File: src/rtl/nw_traceback_aligner.sv
// Consumes the Needleman-Wunsch traceback coordinate stream, emits aligned character
// pairs (with gap markers) through a small FIFO and recomputes the alignment score.
module nw_traceback_aligner #(
  parameter int LENGTH      = 10,
  parameter int CWIDTH      = 2,
  parameter int SWIDTH      = 16,
  parameter int CORD_LENGTH = 8,
  parameter int DEPTH       = 4,
  parameter int MATCH       = 1,
  parameter int MISMATCH    = -1,
  parameter int INDEL       = -1
) (
  input  logic                     clk,
  input  logic                     reset,
  input  logic [LENGTH*CWIDTH-1:0] s1,
  input  logic [LENGTH*CWIDTH-1:0] s2,
  input  logic                     in_valid,
  output logic                     in_ready,
  input  logic [CORD_LENGTH-1:0]   in_x,
  input  logic [CORD_LENGTH-1:0]   in_y,
  output logic                     out_valid,
  input  logic                     out_ready,
  output logic [CWIDTH-1:0]        out_c1,
  output logic [CWIDTH-1:0]        out_c2,
  output logic                     out_gap1,
  output logic                     out_gap2,
  output logic                     out_last,
  output logic [SWIDTH-1:0]        score,
  output logic                     done,
  output logic                     error
);

  localparam int AW = $clog2(DEPTH);
  localparam logic [CORD_LENGTH-1:0] LastIdx = CORD_LENGTH'(LENGTH - 1);
  localparam logic [CORD_LENGTH-1:0] One     = CORD_LENGTH'(1);

  typedef enum logic [2:0] {StIdle, StRun, StFlush, StDone, StErr} state_e;

  typedef struct packed {
    logic [CWIDTH-1:0] c1;
    logic [CWIDTH-1:0] c2;
    logic              gap1;
    logic              gap2;
    logic              last;
  } pair_t;

  state_e                   state_q;
  logic [CORD_LENGTH-1:0]   prev_x_q, prev_y_q;
  logic signed [SWIDTH-1:0] score_q;
  logic                     done_q, error_q;

  pair_t                    mem_q [DEPTH];
  logic [AW-1:0]            wr_q, rd_q;
  logic [AW:0]              count_q;

  logic                     full, accept, push, pop;
  logic [CORD_LENGTH-1:0]   dx, dy;
  logic [CWIDTH-1:0]        ch1, ch2;
  logic                     step_diag, step_top, step_left, step_ok, gap_step, cur_origin;
  pair_t                    push_data;
  logic signed [SWIDTH-1:0] delta;

  // Constant-index mux keeps the lookup free of variable part-selects.
  function automatic logic [CWIDTH-1:0] char_at(input logic [LENGTH*CWIDTH-1:0] str,
                                                input logic [CORD_LENGTH-1:0]   idx);
    logic [CWIDTH-1:0] c;
    c = '0;
    for (int i = 0; i < LENGTH; i++) begin
      if (idx == CORD_LENGTH'(i)) c = str[(LENGTH-1-i)*CWIDTH +: CWIDTH];
    end
    return c;
  endfunction

  assign full      = (count_q == (AW+1)'(DEPTH));
  assign out_valid = (count_q != '0);
  assign accept    = in_valid & in_ready;
  assign pop       = out_valid & out_ready;

  always_comb begin
    unique case (state_q)
      StIdle, StRun: in_ready = ~full;
      StErr:         in_ready = 1'b1;
      default:       in_ready = 1'b0;
    endcase
  end

  always_comb begin
    dx         = prev_x_q - in_x;
    dy         = prev_y_q - in_y;
    ch1        = char_at(s1, prev_y_q);
    ch2        = char_at(s2, prev_x_q);
    step_diag  = (dx == One) && (dy == One);
    step_top   = (dx == '0) && (dy == One);
    step_left  = (dx == One) && (dy == '0);
    step_ok    = step_diag | step_top | step_left;
    cur_origin = (in_x == '0) && (in_y == '0);
    gap_step   = (state_q == StRun) && (step_top | step_left);
    push       = ((state_q == StRun) && accept && step_ok) || ((state_q == StFlush) && !full);

    // The flush pair is a diagonal on (0,0), which prev already holds.
    push_data.c1   = ch1;
    push_data.c2   = ch2;
    push_data.gap1 = 1'b0;
    push_data.gap2 = 1'b0;
    push_data.last = (state_q == StFlush);
    if (state_q == StRun && step_top) begin
      push_data.c2   = '0;
      push_data.gap2 = 1'b1;
    end
    if (state_q == StRun && step_left) begin
      push_data.c1   = '0;
      push_data.gap1 = 1'b1;
    end

    delta = (ch1 == ch2) ? SWIDTH'(MATCH) : SWIDTH'(MISMATCH);
    if (gap_step) delta = SWIDTH'(INDEL);
  end

  always_ff @(posedge clk) begin
    if (reset) begin
      state_q  <= StIdle;
      prev_x_q <= '0;
      prev_y_q <= '0;
      score_q  <= '0;
      done_q   <= 1'b0;
      error_q  <= 1'b0;
    end else begin
      unique case (state_q)
        StIdle: begin
          if (accept) begin
            if (in_x == LastIdx && in_y == LastIdx) begin
              prev_x_q <= in_x;
              prev_y_q <= in_y;
              state_q  <= (LENGTH == 1) ? StFlush : StRun;
            end else begin
              state_q <= StErr;
              error_q <= 1'b1;
            end
          end
        end
        StRun: begin
          if (accept) begin
            if (step_ok) begin
              score_q  <= score_q + delta;
              prev_x_q <= in_x;
              prev_y_q <= in_y;
              if (cur_origin) state_q <= StFlush;
            end else begin
              state_q <= StErr;
              error_q <= 1'b1;
            end
          end
        end
        StFlush: begin
          if (!full) begin
            score_q <= score_q + delta;
            done_q  <= 1'b1;
            state_q <= StDone;
          end
        end
        StDone, StErr: state_q <= state_q;
        default:       state_q <= StIdle;
      endcase
    end
  end

  always_ff @(posedge clk) begin
    if (reset) begin
      wr_q    <= '0;
      rd_q    <= '0;
      count_q <= '0;
    end else begin
      if (push) wr_q <= wr_q + 1'b1;
      if (pop)  rd_q <= rd_q + 1'b1;
      count_q <= count_q + (AW+1)'(push) - (AW+1)'(pop);
    end
  end

  always_ff @(posedge clk) begin
    if (push) mem_q[wr_q] <= push_data;
  end

  // Head fields read as zero whenever the FIFO is empty.
  always_comb begin
    out_c1   = '0;
    out_c2   = '0;
    out_gap1 = 1'b0;
    out_gap2 = 1'b0;
    out_last = 1'b0;
    if (out_valid) begin
      out_c1   = mem_q[rd_q].c1;
      out_c2   = mem_q[rd_q].c2;
      out_gap1 = mem_q[rd_q].gap1;
      out_gap2 = mem_q[rd_q].gap2;
      out_last = mem_q[rd_q].last;
    end
  end

  assign score = score_q;
  assign done  = done_q;
  assign error = error_q;

endmodule

File: config.mk
export PLATFORM = sky130hd
export DESIGN_NAME = nw_traceback_aligner
export DESIGN_NICKNAME = d
export VERILOG_FILES = /design/src/rtl/nw_traceback_aligner.sv
export SDC_FILE = /design/constraint.sdc
export NUM_CORES = 1
export LEC_CHECK = 0
export ABC_CLOCK_PERIOD_IN_PS = 5140
export CAP_MARGIN = 20
export CORE_ASPECT_RATIO = 0.8
export CORE_MARGIN = 10
export CORE_UTILIZATION = 49
export DETAILED_ROUTE_END_ITERATION = 16
export GPL_TIMING_DRIVEN = 0
export PLACE_DENSITY = 0.78
export SLEW_MARGIN = 20
export SYNTH_ARGS = -nofsm -noshare
export SYNTH_HDL_FRONTEND = slang
export SYNTH_SLANG_ARGS = --single-unit
File: constraint.sdc
create_clock -name clk -period 5.14 [get_ports clk]
set_clock_uncertainty 0.05 [all_clocks]
set_input_delay 1.028 -clock clk [delete_from_list [all_inputs] [get_ports clk]]
set_output_delay 1.028 -clock clk [all_outputs]
set_load 0.01 [all_outputs]
# Word level (Yosys, flattened, before mapping)

Memory sizes are Yosys's and may differ from the RTL's. A register that Yosys moved wholly into a read port is not among the register bits.
Index checks and enable logic that the tools add are counted.

Input port bits: 60
RAM bits: 28
Output and inout port bits: 27
Flip-flop bits (word level): 44
Memories: 1

Memory list:

| memory | words | bits a word | rd ports | clocked after memory_dff | wr ports | RTL line | source |
|---|---|---|---|---|---|---|---|
| mem_q  | 4     | 7           | 1        | 1                        | 1        | 52       | `pair_t mem_q [DEPTH];` |

Bitwise operators: 7
Reduce and logical (&&, ||, !) cells: 30
Eq/ne operators: 36
Multiplexer cells: 62
Add/subtract/negate cells: 7

Operators with widths:

| kind                  | number |
|---|---|
| $mux W16              | 5 |
| $eq A8 B3 Y1 const B  | 8 |
| $mux W8               | 8 |
| $mux W2               | 26 |
| $eq A8 B4 Y1 const B  | 6 |
| $logic_not A8 Y1      | 6 |
| $eq A8 B1 Y1 const B  | 4 |
| $eq A8 B2 Y1 const B  | 4 |
| $pmux W16 S2          | 1 |
| $pmux W8 S2           | 2 |
| $mux W3               | 6 |
| $add A16 B16 Y16      | 1 |
| $sub A8 B8 Y8         | 2 |
| $reduce_and A5 Y1     | 3 |
| $ne A2 B2 Y1 const B  | 7 |
| $pmux W3 S4           | 1 |
| $logic_and A1 B1 Y1   | 11 |
| $mux W1               | 11 |
| $eq A3 B2 Y1 const B  | 2 |
| $eq A3 B3 Y1 const B  | 2 |
| $add A2 B1 Y2 const B | 2 |
| $pmux W1 S2           | 2 |
| $reduce_and A4 Y1     | 1 |
| $reduce_bool A2 Y1    | 2 |
| other kinds (14)      | 19 |

# Logic depth before layout (Yosys ltp)

Depth in word-level cells: 18
Depth in mapped cells: 23
Mapped depth without buffers: 22

# Least setup slack after synthesis

No wires, ideal clock.

Path kind: in2reg
Start point: in in_y[0]
End point: reg score_q[15], in the netlist score[15]
Arrival: 5.144 ns
Stages on the path: 20
Slack: -0.175 ns
Path buffers: 0
Required time: 4.969 ns
Cell sequence: ha_1 -> inv_1 -> fa_1 -> a21o_1 -> a21oi_1 -> nor2b_1 -> nor2_1 -> nor3_1 -> nand4_1 -> nand2_1 -> ha_1 -> and2_1 -> a31o_2 -> a311oi_1 -> a21oi_1 -> a31oi_1 -> o21ai_0 -> and3_1 -> o21ai_1 -> mux2_4

Longest elaborated chain between the ends: 10
Elaborated cells between the ends (all ways): 18
Those cells by class: 2 x add/sub; 2 x eq/ne; 5 x mux; 3 x bitwise; 6 x reduce/logical

Ends and longest elaborated chain:

| element                                                 | RTL line   | source |
|---|---|---|
| start, declared                                         | 20         | `input logic [CORD_LENGTH-1:0] in_y,` |
| $sub A8 B8 Y8 (*)                                       | 89         | `dy = prev_y_q - in_y;` |
| $eq A8 B1 Y1 / $logic_not A8 Y1 (equally long branches) | 92, 93, 94 |  |
| $logic_and A1 B1 Y1 (on tied branches)                  | 93, 94     |  |
| $or A1 B1 Y1                                            | 97         | `gap_step = (state_q == StRun) && (step_top \| step_left);` |
| $logic_and A1 B1 Y1                                     | 97         |  |
| $mux W16                                                | 116        | `if (gap_step) delta = SWIDTH'(INDEL);` |
| $add A16 B16 Y16                                        | 144, 156   |  |
| $mux W16                                                | 143        | `if (step_ok) begin` |
| $mux W16                                                | 142        | `if (accept) begin` |
| $pmux W16 S2                                            | 128        | `unique case (state_q)` |
| end signal, assigned                                    | 144        | `score_q <= score_q + delta;` |
| end signal, assigned                                    | 156        | `score_q <= score_q + delta;` |
| end, declared                                           | 49         | `logic signed [SWIDTH-1:0] score_q;` |

Every way passes the cells marked *; elsewhere a longest branch is shown, timed or not. The select of a mux whose other input is x is not followed.
A chain may end at the register's enable or synchronous reset.

# Worst setup path in the final report

Start point: in s2[13]
End point: reg score_q[14], in the netlist score[14]

Longest elaborated chain between the ends: 14
Elaborated cells between the ends (all ways): 15
Those cells by class: 1 x add/sub; 1 x eq/ne; 13 x mux

Ends and longest elaborated chain:

| element                   | RTL line | source |
|---|---|---|
| start, declared           | 16       | `input logic [LENGTH*CWIDTH-1:0] s2,` |
| $mux W2 (*) (7 in series) | 69       | `if (idx == CORD_LENGTH'(i)) c = str[(LENGTH-1-i)*CWIDTH +: CWIDTH];` |
| $eq A2 B2 Y1 (*)          | 115      | `delta = (ch1 == ch2) ? SWIDTH'(MATCH) : SWIDTH'(MISMATCH);` |
| $mux W16 (*)              | 115      |  |
| $mux W16 (*)              | 116      |  |
| $add A16 B16 Y16 (*)      | 144, 156 |  |
| $mux W16                  | 143      |  |
| $mux W16                  | 142      |  |
| $pmux W16 S2 (*)          | 128      |  |

Marks and branches as above.

==> flow_metrics.env <==
export IMPL_tightest_slew_ns=0.902
export IMPL_clk_pin_slew_ns=0.07
export IMPL_drt_iter0_drc=238
export IMPL_layout_drive_gt1_share=0.195
export IMPL_routed_wl_mm=13.8
export IMPL_powerDensity_mw_per_mm2=226
export IMPL_final_nets=724
export IMPL_viasPerCell=5.62
export IMPL_cts_max_level=3
export IMPL_cp_cell_sequence="clkdlybuf4s50_1 > mux2i_1 > nor3_2 > or4_4 > and3_4 > o311a_4 > nor3_4 > nand2_4 > ha_1 > nor2b_1 > o21a_1 > o21ai_1 > a21oi_1 > o2111ai_2 > a31oi_4 > and4b_1 > o311ai_1 > o21ai_1"
export IMPL_cts_tree="built"
export IMPL_grtUsageTotal=0.180
export IMPL_clk_path_buf_depth=2
export IMPL_syn_area_sq_mm=0.00494
export IMPL_first_pass_iters=4
export IMPL_core_area_sq_mm=0.00973
export IMPL_max_freq_mhz=197
export IMPL_cp_data_arrival_time_ns=5.23
export IMPL_ys_ff_latch=74
export IMPL_path_buf_inv=1
export IMPL_finalCritPeriodShare=0.987
export IMPL_yosysWarnings=0
export IMPL_yosysUniqueCellTypes=73
export IMPL_portBuffers=85
export IMPL_placementRows=32
export IMPL_synth_ff_type="dfxtp_1"
export IMPL_fin_crit_ns=5.08
export IMPL_grt_pass1_wl_mm=21.3
export IMPL_hp_class="reg2reg"
export IMPL_die_area_sq_mm=0.0145
export IMPL_yosysSeqAreaShare=0.357
export IMPL_setup_ws_ns=0.0647
export IMPL_clkSinkCount=74
export IMPL_synth_fp_nets=613
export IMPL_start_util=0.508
export IMPL_cp_start_kind="input pin"
export IMPL_p_leak_nw=2.54
export IMPL_place_ws_ns=-1.16
export IMPL_critical_path_max_stage_delay_ns=0.57
export IMPL_antenna_found_initial=0
export IMPL_cp_slowest_cell="or4_4"
export IMPL_avgSynthCellArea_sq_um=9.59
export IMPL_numCtsBuffers=9
export IMPL_synth_edf_count=28
export IMPL_die_w_um=132
export IMPL_io_pins=87
export IMPL_cts_root_buf="clkbuf_16"
export IMPL_grt_max_degree=16
export IMPL_syn_inst=515
export IMPL_grt_pass1_vias=4249
export IMPL_critPathKind="in2reg"
export IMPL_setup_viol=0
export IMPL_cp_required_ns=5.30
export IMPL_area_delta_synth_final_pct=37.4
export IMPL_drc=0
export IMPL_path_max_fanout=5
export IMPL_endpoint_kind="flop"
export IMPL_die_h_um=110
export IMPL_setup_tns_ns=0
export IMPL_relSlewSlack=0.397
export IMPL_grt_ovfl_total=0
export IMPL_crit_family="compound AO/OA/AOI/OAI gates"
export IMPL_ys_async_sr_fraction=0
export IMPL_n_antenna_cell=0
export IMPL_fin_util=0.698
export IMPL_maxCapViolations=0
export IMPL_status="finished clean"
export IMPL_clock_latency_ns=0.34
export IMPL_dp_hpwl_mm=9.72
export IMPL_wl_per_cell_um=17.9
export IMPL_hold_violations=0
export IMPL_gp_congestion=0.882
export IMPL_crit_path_frequent_cell="o21ai_1"
export IMPL_antenna_left=0
export IMPL_slew_viol_final=0
export IMPL_ir_drop_mv=0.221
export IMPL_via_count=4313
through the flow:
step                      hold WS, ns  total power [mW]  area, sq um  instances
after floorplan                 0.435             0.718         4950        515
after global placement          0.408             0.792         5970        736
after detailed placement        0.414             0.797         5970        736
after CTS                       0.438              1.53         6540        762
after global routing            0.515              1.58         6790        767
final                           0.429              1.54         6790        767
report_power, final:
group	leakage (nW)	internal (mW)	switching, mW
Sequential	0.621	0.608	0.000988
Combinational	1.76	0.115	0.104
Clock	0.164	0.436	0.274
tightest hold or removal path, cell delays in order, from the launching register on:
cell	delay, ns
dfxtp_1	0.33
a21oi_1	0.04
nor2_1	0.07
cell usage after synthesis (12+ instances only):
cell type / n / area (sq um)
nor2_1: 69 / 259
dfxtp_1: 46 / 921
ha_1: 34 / 425
mux2i_1: 34 / 340
inv_1: 33 / 124
edfxtp_1: 28 / 841
a21oi_1: 25 / 125
and2_1: 18 / 113
xnor2_1: 17 / 149
o21ai_0: 16 / 80.1
nand2_1: 12 / 45.0
cell families after synthesis:
kind of cell / synth area share
AO/OA/AOI/OAI: 0.134
XOR/XNOR: 0.0461
adder cells (fa/ha/maj): 0.102
buffers and inverters: 0.0471
flip-flops: 0.357
multiplexers: 0.118
AND/OR/NAND/NOR: 0.196
routing by layer:
layer  share of wire  track usage  vias up
li1                -            -     2094
met1            0.45        0.230     2079
met2            0.49        0.312      126
met3           0.045       0.0346       14
met4           0.011       0.0431        0
met5               0            0        -
final timing paths:
kind | from | to | slack [ns] | depth (start not counted)
worst max-delay path | s2[13] | score[14]$_SDFFE_PP0P_ | 0.06 | 18
worst min-delay path | done$_SDFFE_PP0P_ | done$_SDFFE_PP0P_ | 0.43 | 2
worst max register to register | prev_x_q[0]$_SDFFE_PP0P_ | score[14]$_SDFFE_PP0P_ | 0.24 | 21
worst min register to register | done$_SDFFE_PP0P_ | done$_SDFFE_PP0P_ | 0.43 | 2
final cells by class:
class | instances | area (sq um)
multi-input combinational | 386 | 3300
clock buffer | 9 | 225
sequential | 74 | 1760
fill | 732 | 2940
timing repair buffer | 101 | 995
tap | 136 | 170
clock inverter | 7 | 109
buffer | 20 | 100
inverter | 34 | 129
cell usage in the layout (no fill, tap or decap), types with 4 or more instances in the layout:
cell type and instances:
dfxtp_1 46, dlymetal6s2s_1 8, nor2b_1 8, edfxtp_1 28, mux2i_1 34, nor3_1 7
ha_4 12, nor3b_1 7, buf_4 17, nor4_1 6, and2_1 17, nor2_1 68
a211oi_1 5, xnor2_1 16, a21oi_1 23, mux4_2 9, clkbuf_1 8, inv_1 32
ha_1 20, nand3_1 4, a21o_1 6, nand2_1 11, o21ai_0 9, xor2_1 9
o21ai_2 6, clkdlybuf4s50_1 73, or2_2 4, nand2b_1 6, o21ai_1 4, buf_2 5
clkbuf_16 9
state kept, by name, indices dropped and copies added (netlist names), named ones only:
register,flops
wr_q,2
error,1
mem_q,28
score,16
state_q,3
done,1
prev_x_q,8
rd_q,2
prev_y_q,8
count_q,3
repair_timing:
| item | in CTS | in global routing |
|---|---|---|
| hold buffers | 0 | 0 |
| resized for setup | 31 | 51 |
| setup buffers | 10 | 6 |
| pin swaps | 9 | 19 |
| setup endpoints to repair | 6 | 5 |
No activity file was read; power rests on OpenSTA's default activity.
